[config.mk]
export PLATFORM = sky130hd
export DESIGN_NAME = time_ctrl
export DESIGN_NICKNAME = d
export VERILOG_FILES = /design/src/rtl/time_ctrl.sv
export SDC_FILE = /design/constraint.sdc
export NUM_CORES = 1
export LEC_CHECK = 0
export CORE_ASPECT_RATIO = 0.7
export CORE_MARGIN = 1
export CORE_UTILIZATION = 30
export CTS_CLUSTER_DIAMETER = 50
export DETAILED_ROUTE_END_ITERATION = 10
export DONT_BUFFER_PORTS = 1
export GPL_TIMING_DRIVEN = 1
export PLACE_DENSITY = 0.49
export SLEW_MARGIN = 20
export SYNTH_ARGS = -nofsm -noshare
export SYNTH_HDL_FRONTEND = slang
export SYNTH_SLANG_ARGS = --single-unit
[constraint.sdc]
create_clock -name clock -period 2.55 [get_ports clock]
set_input_delay 0.51 -clock clock [delete_from_list [all_inputs] [get_ports clock]]
set_output_delay 0.51 -clock clock [all_outputs]
set_load 0.02 [all_outputs]
[src/rtl/time_ctrl.sv]
// ============================================================================
// Module   : time_ctrl
// Brief    : Run controller for the game/stopwatch time base (start/pause/stop
//            sequencing, prescaled elapsed-time count, limit timeout).
// Revision : 1.0 - initial release
// ============================================================================
`default_nettype none

module time_ctrl #(
    parameter int TICK_DIV = 10,
    parameter int CNT_W    = 8
) (
    input  logic             clock,
    input  logic             reset_start,
    input  logic             start,
    input  logic             pause,
    input  logic             stop,
    input  logic [CNT_W-1:0] limit,
    output logic [CNT_W-1:0] time_counter,
    output logic             tick,
    output logic             running,
    output logic             paused,
    output logic             done,
    output logic             timeout
);

    localparam int PRE_W = (TICK_DIV > 2) ? $clog2(TICK_DIV) : 1;
    localparam logic [PRE_W-1:0] c_pre_last = PRE_W'(TICK_DIV - 1);

    typedef enum logic [1:0] {
        S_IDLE  = 2'd0,
        S_RUN   = 2'd1,
        S_PAUSE = 2'd2,
        S_DONE  = 2'd3
    } state_t;

    state_t           state_q, state_d;
    logic [PRE_W-1:0] pre_q, pre_d;
    logic [CNT_W-1:0] cnt_d;
    logic [CNT_W-1:0] lim_q, lim_d;
    logic             tick_d, timeout_d;
    logic             begin_run, advance;
    logic [CNT_W-1:0] cnt_inc;

    assign cnt_inc = time_counter + 1'b1;

    always_comb begin
        state_d   = state_q;
        pre_d     = pre_q;
        cnt_d     = time_counter;
        lim_d     = lim_q;
        tick_d    = 1'b0;
        timeout_d = 1'b0;
        begin_run = 1'b0;
        advance   = 1'b0;

        // stop > pause > start; stop and pause have no effect in IDLE
        case (state_q)
            S_IDLE: begin
                if (start) begin_run = 1'b1;
            end
            S_RUN: begin
                if (stop)       state_d = S_IDLE;
                else if (pause) state_d = S_PAUSE;
                else            advance = 1'b1;
            end
            S_PAUSE: begin
                if (stop)                state_d = S_IDLE;
                else if (pause || start) advance = 1'b1;
            end
            S_DONE: begin
                if (stop)       state_d   = S_IDLE;
                else if (start) begin_run = 1'b1;
            end
            default: state_d = S_IDLE;
        endcase

        if (begin_run) begin
            cnt_d = '0;
            pre_d = '0;
            lim_d = limit;
            if (limit == '0) begin
                state_d   = S_DONE;
                timeout_d = 1'b1;
            end else begin
                state_d = S_RUN;
            end
        end

        // The resume edge out of PAUSE counts like any RUN cycle, so a tick
        // that was suppressed by pause is delivered on resume.
        if (advance) begin
            state_d = S_RUN;
            if (pre_q == c_pre_last) begin
                pre_d  = '0;
                cnt_d  = cnt_inc;
                tick_d = 1'b1;
                if (cnt_inc == lim_q) begin
                    state_d   = S_DONE;
                    timeout_d = 1'b1;
                end
            end else begin
                pre_d = pre_q + 1'b1;
            end
        end
    end

    always_ff @(posedge clock or posedge reset_start) begin
        if (reset_start) begin
            state_q      <= S_IDLE;
            pre_q        <= '0;
            lim_q        <= '0;
            time_counter <= '0;
            tick         <= 1'b0;
            timeout      <= 1'b0;
            running      <= 1'b0;
            paused       <= 1'b0;
            done         <= 1'b0;
        end else begin
            state_q      <= state_d;
            pre_q        <= pre_d;
            lim_q        <= lim_d;
            time_counter <= cnt_d;
            tick         <= tick_d;
            timeout      <= timeout_d;
            running      <= (state_d == S_RUN);
            paused       <= (state_d == S_PAUSE);
            done         <= (state_d == S_DONE);
        end
    end

endmodule

`default_nettype wire
* Word-level counts from Yosys, hierarchy flattened
Cells that the tools add are included.
** Storage, ports and cells
- Word-level logic and storage cells :: 54
- Bits in writable memories :: 0
- Latch bits :: 0
- Bits in read-only memories :: 0
- Register bits :: 27
- Output and inout bits :: 13
- Memories kept :: 0
- Input bits :: 13
** Cells by class
- Bitwise operators :: 0
- Eq/ne operators :: 8
- Mux-type cells :: 30
- Add/subtract/negate cells :: 2
- Shift operators :: 0
- Divide/modulo/power cells :: 0
- Magnitude comparators :: 0
- Reductions and logical operators :: 5
- $mul :: 0
** Operators with widths (number)
- $mux 8 :: 3
- $mux 2 :: 8
- $mux 1 :: 13
- $mux 4 :: 3
- $add 8x1->8 const B :: 1
- $eq 2x2->1 const B :: 4
- $eq 8x8->1 :: 1
- $logic_not 8->1 :: 1
- $add 4x1->4 const B :: 1
- $eq 2x1->1 const B :: 2
- $eq 4x4->1 const B :: 1
- $pmux 1 s2 :: 2
- $pmux 2 s2 :: 1
- $logic_not 2->1 :: 1
- $reduce_bool 2->1 :: 1
- $reduce_or 2->1 :: 1
- $logic_or 1x1->1 :: 1

* Longest topological paths before layout
Gate-level depths: netlist of run 1.
- Depth in word-level cells :: 7
- Mapped depth :: 8
- Mapped depth without buffers :: 7

* Worst setup path before layout of run 1
No wires, ideal clock.
- Path kind :: register to register
- Start point :: reg state_q[1]
- End point :: reg running
- Clock period less this slack :: 1944 ps
- Setup slack :: 606 ps
- Data arrival time :: 1825 ps
- Data required time :: 2430 ps
- Cell stages (with the launch flop) :: 8
- Buffers on the path :: 0
- Setup time :: 120 ps
- Cell sequence :: dfrtp_1 > inv_1 > ha_1 > nand2b_4 > a211o_4 > nor4b_4 > nand4_2 > and3_1
** Between the ends
- Longest elaborated chain between the ends :: 6
- Elaborated cells on any way between the ends :: 14
- Those cells by class :: 4 x eq/ne; 8 x mux; 2 x reduce/logical
** Ends and longest elaborated chain
- start: declaration :: RTL line 37 : state_t state_q, state_d;
- start signal: assignment :: RTL line 120 : state_q <= state_d;
- $eq 2x2->1 or $mux 2 (tied branches) :: RTL line 58, 64
- $reduce_or 2->1 (no source line) or $mux 2 (tied branches)
- $pmux 2 s2 :: RTL line 58 : case (state_q)
- $mux 2 :: RTL line 78 : if (begin_run) begin
- $mux 2 (*) :: RTL line 92 : if (advance) begin
- $eq 2x1->1 (*) :: RTL line 126 : running <= (state_d == S_RUN);
- end signal: assignment :: RTL line 126
- end: declaration :: RTL line 21 : output logic running,
Mark *: on every way between the ends. The rest lies on a longest branch, timed or not.
A chain may end at the register's enable or synchronous reset.

* Final worst setup path of run 1
Ends and elaborated chain as after synthesis.

==> results of run 1 <==
## routing by layer
metal / track usage, % / share of wire, % / vias up / wire length, um
li1: - / - / 563 / -
met1: 19.8 / 48 / 576 / 1770
met2: 21.1 / 42 / 42 / 1540
met3: 5.81 / 8.8 / 4 / 319
met4: 2.42 / 0.58 / 0 / 21
met5: 0 / 0 / - / 0
## layout by cell type (no fill, tap or decap), types with 3 or more instances in the layout
| cell | instances |
|---|---|
| dfrtp_1 | 27 |
| o21ai_0 | 15 |
| nand2_1 | 14 |
| mux2_2 | 8 |
| nor2_1 | 8 |
| ha_1 | 8 |
| inv_1 | 7 |
| nand3_1 | 7 |
| nor2b_1 | 5 |
| xnor2_1 | 5 |
| buf_4 | 5 |
| a21oi_1 | 4 |
| xor2_1 | 4 |
| nand3b_1 | 3 |
| and3_1 | 3 |
| o41ai_1 | 3 |
| clkbuf_8 | 3 |
## logic make-up after synthesis
family / Yosys count / share of synthesized area [%]
fa+ha+maj: 8 / 6.38
compound gates: 37 / 15.5
flops: 27 / 43.1
simple gates: 56 / 21.1
xor+xnor: 9 / 5.02
mux: 8 / 5.74
buf+inv: 12 / 3.27
## state kept, by name, indices dropped and copies added (netlist names)
name and flops:
lim_q 8, time_counter 8, done 1, pre_q 4, tick 1, timeout 1, state_q 2, running 1
paused 1
## power breakdown
part | leakage [uW] | switching (uW) | internal, uW
combinational | 0.000368 | 255 | 246
sequential | 0.000355 | 107 | 532
clock | 0.0000255 | 135 | 110
total | 0.000748 | 497 | 888
## cell type report
class	count	area share (%)
repair buffers	5	2.19
clock inverters	1	0.292
well taps	69	5.04
clock buffers	3	2.41
inverters	7	1.53
multi-input cells	118	49.1
flip-flops and latches	27	39.4
## through the flow
step	instance area [um^2]	hold WS, ns	utilization [%]	instances	setup WS, ns
CTS	1710	0.153	34.9	230	0.328
detailed placement	1670	0.456	33.9	226	0.350
finish	1710	0.142	34.9	230	0.332
global route	1710	0.172	34.9	230	0.204
floorplan	1570	0.490	-	157	0.606
global placement	1670	0.452	33.9	226	0.405
## worst max-delay path: stages (launching register included)
cell and delay, ns:
dfrtp_1 0.44, inv_1 0.11, ha_1 0.34, nand2b_4 0.07
a211o_4 0.41, nor4b_4 0.31, nand4_2 0.20, and3_1 0.23
## path summary, 6_finish.rpt
path                                  start              end  slack [ns]  cells after the start
worst max register to register   state_q[1]          running        0.33                      7
worst min-delay path            reset_start  time_counter[5]        0.14                      1
worst max-delay path             state_q[1]          running        0.33                      7
worst min register to register     lim_q[7]         lim_q[7]        0.54                      1
min in group clock                 limit[3]         lim_q[3]        0.38                      1
max in group asynchronous       reset_start          running        1.81                      2
==> impl_metrics.csv, run 1 <==
group,metric,value,unit
status,outcome,"completed",
grt,grt_usage,14.3,%
die,die_w,88.4,um
placement,gp_congestion,0.774,
yosys,postSynthAreaPerCell,9.99,um^2
clock_network,cts_hold_buffers,0,
timing,finalSetupViolations,0,
finish,layout.nets,183,
clock_network,postCtsSetupBuffers,0,
flow_run,cap_viol_max_count,0,
clock_network,numCtsBuffers,3,
timing,clock_skew,0.00910,ns
yosys,synth_top_flop_cell,"dfrtp_1",
finish,seqCellArea,676,um^2
yosys,yosysMostFrequentCell,"dfrtp_1",
die,die_y,62.5,um
finish,diodes,0,
pwr,irDropWorstVdd,0.287,mV
yosys,synth_area_leaders,"dfrtp_1, ha_1, mux2_2",
yosys,synth_commonest_cells,"dfrtp_1, o21ai_0, nand2_1",
detailed_routing,drt_iter0_markers,60,
timing,rsz0062_at_grt,"no",
detailed_routing,wl_per_cell,15.8,um
yosys,synth.net_count,178,
die,rows,21,
detailed_routing,firstDrtPassIters,4,
clock_network,clkLatencyLatePin,0.28,ns
clock_network,clkSlewWorstSetupHoldPaths,0.10,ns
clock_network,cts_tree,"yes",
pwr,powerDensity,808,nW/um^2
detailed_routing,wl,3.64,mm
setup_path,critPathArrivalTime,2.38,ns
setup_path,end_kind,"flop",
timing,setup_tns,0,ns
yosys,netlist_area,1570,um^2
die,io_pins,26,
grt,grt_pass1_wl,6.05,mm
timing,finalHoldViolations,0,
setup_path,start_kind,"flop",
yosys,async_flop_share,100,%
timing,max_freq,451,MHz
placement,hpwl,2.88,mm
hold_path,hold_path.class,"primary input to async pin",
timing,max_slew.worst_pin.slew,0.524,ns
grt,antenna_found_initial,0,
pwr,p_leak,0.000748,uW
yosys,netlist.area_leader.share,43.1,%
finish,syn_to_final_growth,9.25,%
yosys,synth_top_area_cell,"dfrtp_1",
clock_network,cts-root-buf,"clkbuf_8",
yosys,ys_types,38,
finish,fillCellCount,515,
die,core_area,4910,um^2
yosys,synth_edf_count,0,
finish,drive_above_1_share,14.3,%
detailed_routing,vias_per_cell,5.15,
clock_network,htree_levels,1,
clock_network,clockBufferDepth,2,
timing,relSlewSlack,65.1,%
finish,multi_input_area,842,um^2
timing,min_period,2.22,ns
detailed_routing,drc,0,
grt,grt_max_degree,17,
grt,grt_pass1_vias,1170,
yosys,seq_area_frac_synth,43.1,%
detailed_routing,vias,1185,
pwr,fin_total_pwr,1380,uW
detailed_routing,final_antenna_net_count,0,
setup_path,critical_path_class,"flop to flop",
grt,grt_remaining_overflow,0,
clock_network,cts_sinks,27,
setup_path,crit_required,2.72,ns
timing,min_period_over_period,87.0,%
clock_network,cts_resized,0,
timing,drv_slew,0,
yosys,syn_inst,157,
yosys,ys_warn_count,0,
placement,portBuffers,0,
setup_path,crit_fanout,16,
die,start_util,31.9,%
yosys,ys_seq_elements,27,
die,dieArea,5530,um^2
(Power assumes the default switching activity.)
==> inputs of run 2 (changes only) <==
CTS_CLUSTER_SIZE = 16   (was not set)
clock period = 2.3 ns   (was 2.55 ns; I/O delays follow)
==> impl_metrics.csv, run 2 (synthesis results as in run 1) <==
group,metric,value,unit
clock_network,cts-root-buf,"clkbuf_8",
status,outcome,"completed",
pwr,p_int,1000,uW
setup_path,critPathArrivalTime,2.31,ns
die,start_util,31.9,%
clock_network,cts_tree,"yes",
placement,place_inst,228,
setup_path,cp_top_family,"simple AND/OR/NAND/NOR gates",
timing,max_slew.worst_pin.slew,0.562,ns
setup_path,worstPathCellList,"inv_1 -> ha_1 -> nand2b_4 -> a211o_4 -> nor4b_4 -> nand4_2 -> and3_1",
hold_path,hold_path.class,"primary input to async pin",
die,core_area,4910,um^2
timing,min_period,2.14,ns
detailed_routing,vias,1199,
clock_network,cts_sinks,27,
clock_network,clkLatencyLatePin,0.27,ns
pwr,power_frac_clock,17.6,%
die,rows,21,
die,dieArea,5530,um^2
pwr,p_leak,0.000759,uW
pwr,swShare,35.3,%
clock_network,clockBufferDepth,2,
setup_path,r2r_start,"state_q[1]",
timing,setup_tns,0,ns
finish,layoutNonFillerInstCount,232,
setup_path,cpPeakStageDelay,0.41,ns
pwr,irDropWorstVdd,0.312,mV
grt,grt_max_degree,17,
finish,final_common_cell,"dfrtp_1",
setup_path,start_kind,"flop",
detailed_routing,drt_iter0_markers,70,
detailed_routing,drc,0,
timing,finalHoldViolations,0,
placement,portBuffers,0,
timing,max_freq,466,MHz
finish,top_regs,"lim_q (8), time_counter (8), pre_q (4)",
placement,hpwl,2.85,mm
pwr,p_seq_share,45.5,%
clock_network,postCtsSetupBuffers,0,
finish,drive_above_1_share,15.3,%
detailed_routing,vias_per_cell,5.17,
timing,finalSetupViolations,0,
pwr,combPwrFrac,36.9,%
finish,diodes,0,
detailed_routing,wl_per_cell,15.2,um
detailed_routing,firstDrtPassIters,4,
finish,design_area,1740,um^2
setup_path,crit_slowest_cell,"dfrtp_2",
detailed_routing,final_antenna_net_count,0,
grt,grt_remaining_overflow,0,
grt,grt_pass1_wl,5.80,mm
grt,grt_pass1_vias,1133,
timing,relSlewSlack,62.5,%
clock_network,htree_levels,1,
finish,layout_common_cells,"dfrtp_1, o21ai_0, nand2_1",
setup_path,crit_cells,7,
timing,drv_slew,0,
finish,syn_to_final_growth,11.0,%
setup_path,setup.worst_path.start,"state_q[1]",
clock_network,numCtsBuffers,3,
placement,gp_congestion,0.870,
clock_network,cts_hold_buffers,0,
setup_path,end_kind,"flop",
timing,min_period_over_period,93.2,%
die,die_y,62.5,um
setup_path,critical_path_class,"flop to flop",
setup_path,crit_fanout,16,
grt,antenna_found_initial,0,
setup_path,crit_required,2.47,ns
flow_run,cap_viol_max_count,0,
grt,grt_usage,13.8,%
setup_path,timing.rr.end,"running",
clock_network,clkSlewWorstSetupHoldPaths,0.09,ns
pwr,fin_total_pwr,1540,uW
die,die_w,88.4,um
die,io_pins,26,
pwr,p_sw,545,uW
detailed_routing,wl,3.53,mm
setup_path,rrSetupSlack,0.16,ns
timing,rsz0062_at_grt,"no",
setup_path,rr_worst_depth,7,
finish,layout.nets,185,
timing,clock_skew,0.00232,ns
pwr,powerDensity,887,nW/um^2
setup_path,crit_buf_inv,1,
clock_network,cts_resized,0,
placement,place_area,1700,um^2
-- run 2: routing by layer --
metal  track usage [%]  vias to the layer above  share of wire (%)
li1                  -                      573                  -
met5                 0                        -                  0
met4              1.81                        0               0.34
met1              20.9                      586                 51
met2              19.8                       36                 41
met3              3.96                        4                7.6
-- run 2: worst max-delay path by stage --
stage | to
floorplan | running
global placement | running
detailed placement | running
CTS | running
global route | running
finish | running
-- run 2: layout make-up --
class                   instances  area (um^2)
fillers                       505         3170
multi-input cells             118          842
flip-flops and latches         27          677
well taps                      69         86.3
repair buffers                  7         65.1
clock buffers                   4         45.0
inverters                       7         26.3
-- run 2: power by group through the flow --
stage | Sequential, uW | Clock, uW | Combinational (uW)
2_1_floorplan | 687 | 0 | 457
3_3_place_gp | 706 | 0 | 553
3_5_place_dp | 714 | 0 | 569
4_1_cts | 704 | 287 | 570
5_1_grt | 724 | 310 | 625
6_report | 704 | 271 | 570
-- run 2: stage by stage --
step	setup WS [ns]	util, %	hold slack [ns]
2_1_floorplan	0.356	-	0.490
3_3_place_gp	0.203	34.5	0.435
3_5_place_dp	0.124	34.5	0.435
4_1_cts	0.110	35.4	0.134
5_1_grt	0.0290	35.4	0.147
6_report	0.156	35.4	0.118
==> inputs of run 3 (changes only) <==
CTS_CLUSTER_SIZE = 14   (was 16)
SLEW_MARGIN = 0   (was 20)
==> results of run 3 <==
The final DEF is identical to that of run 2; final timing and power are the same.
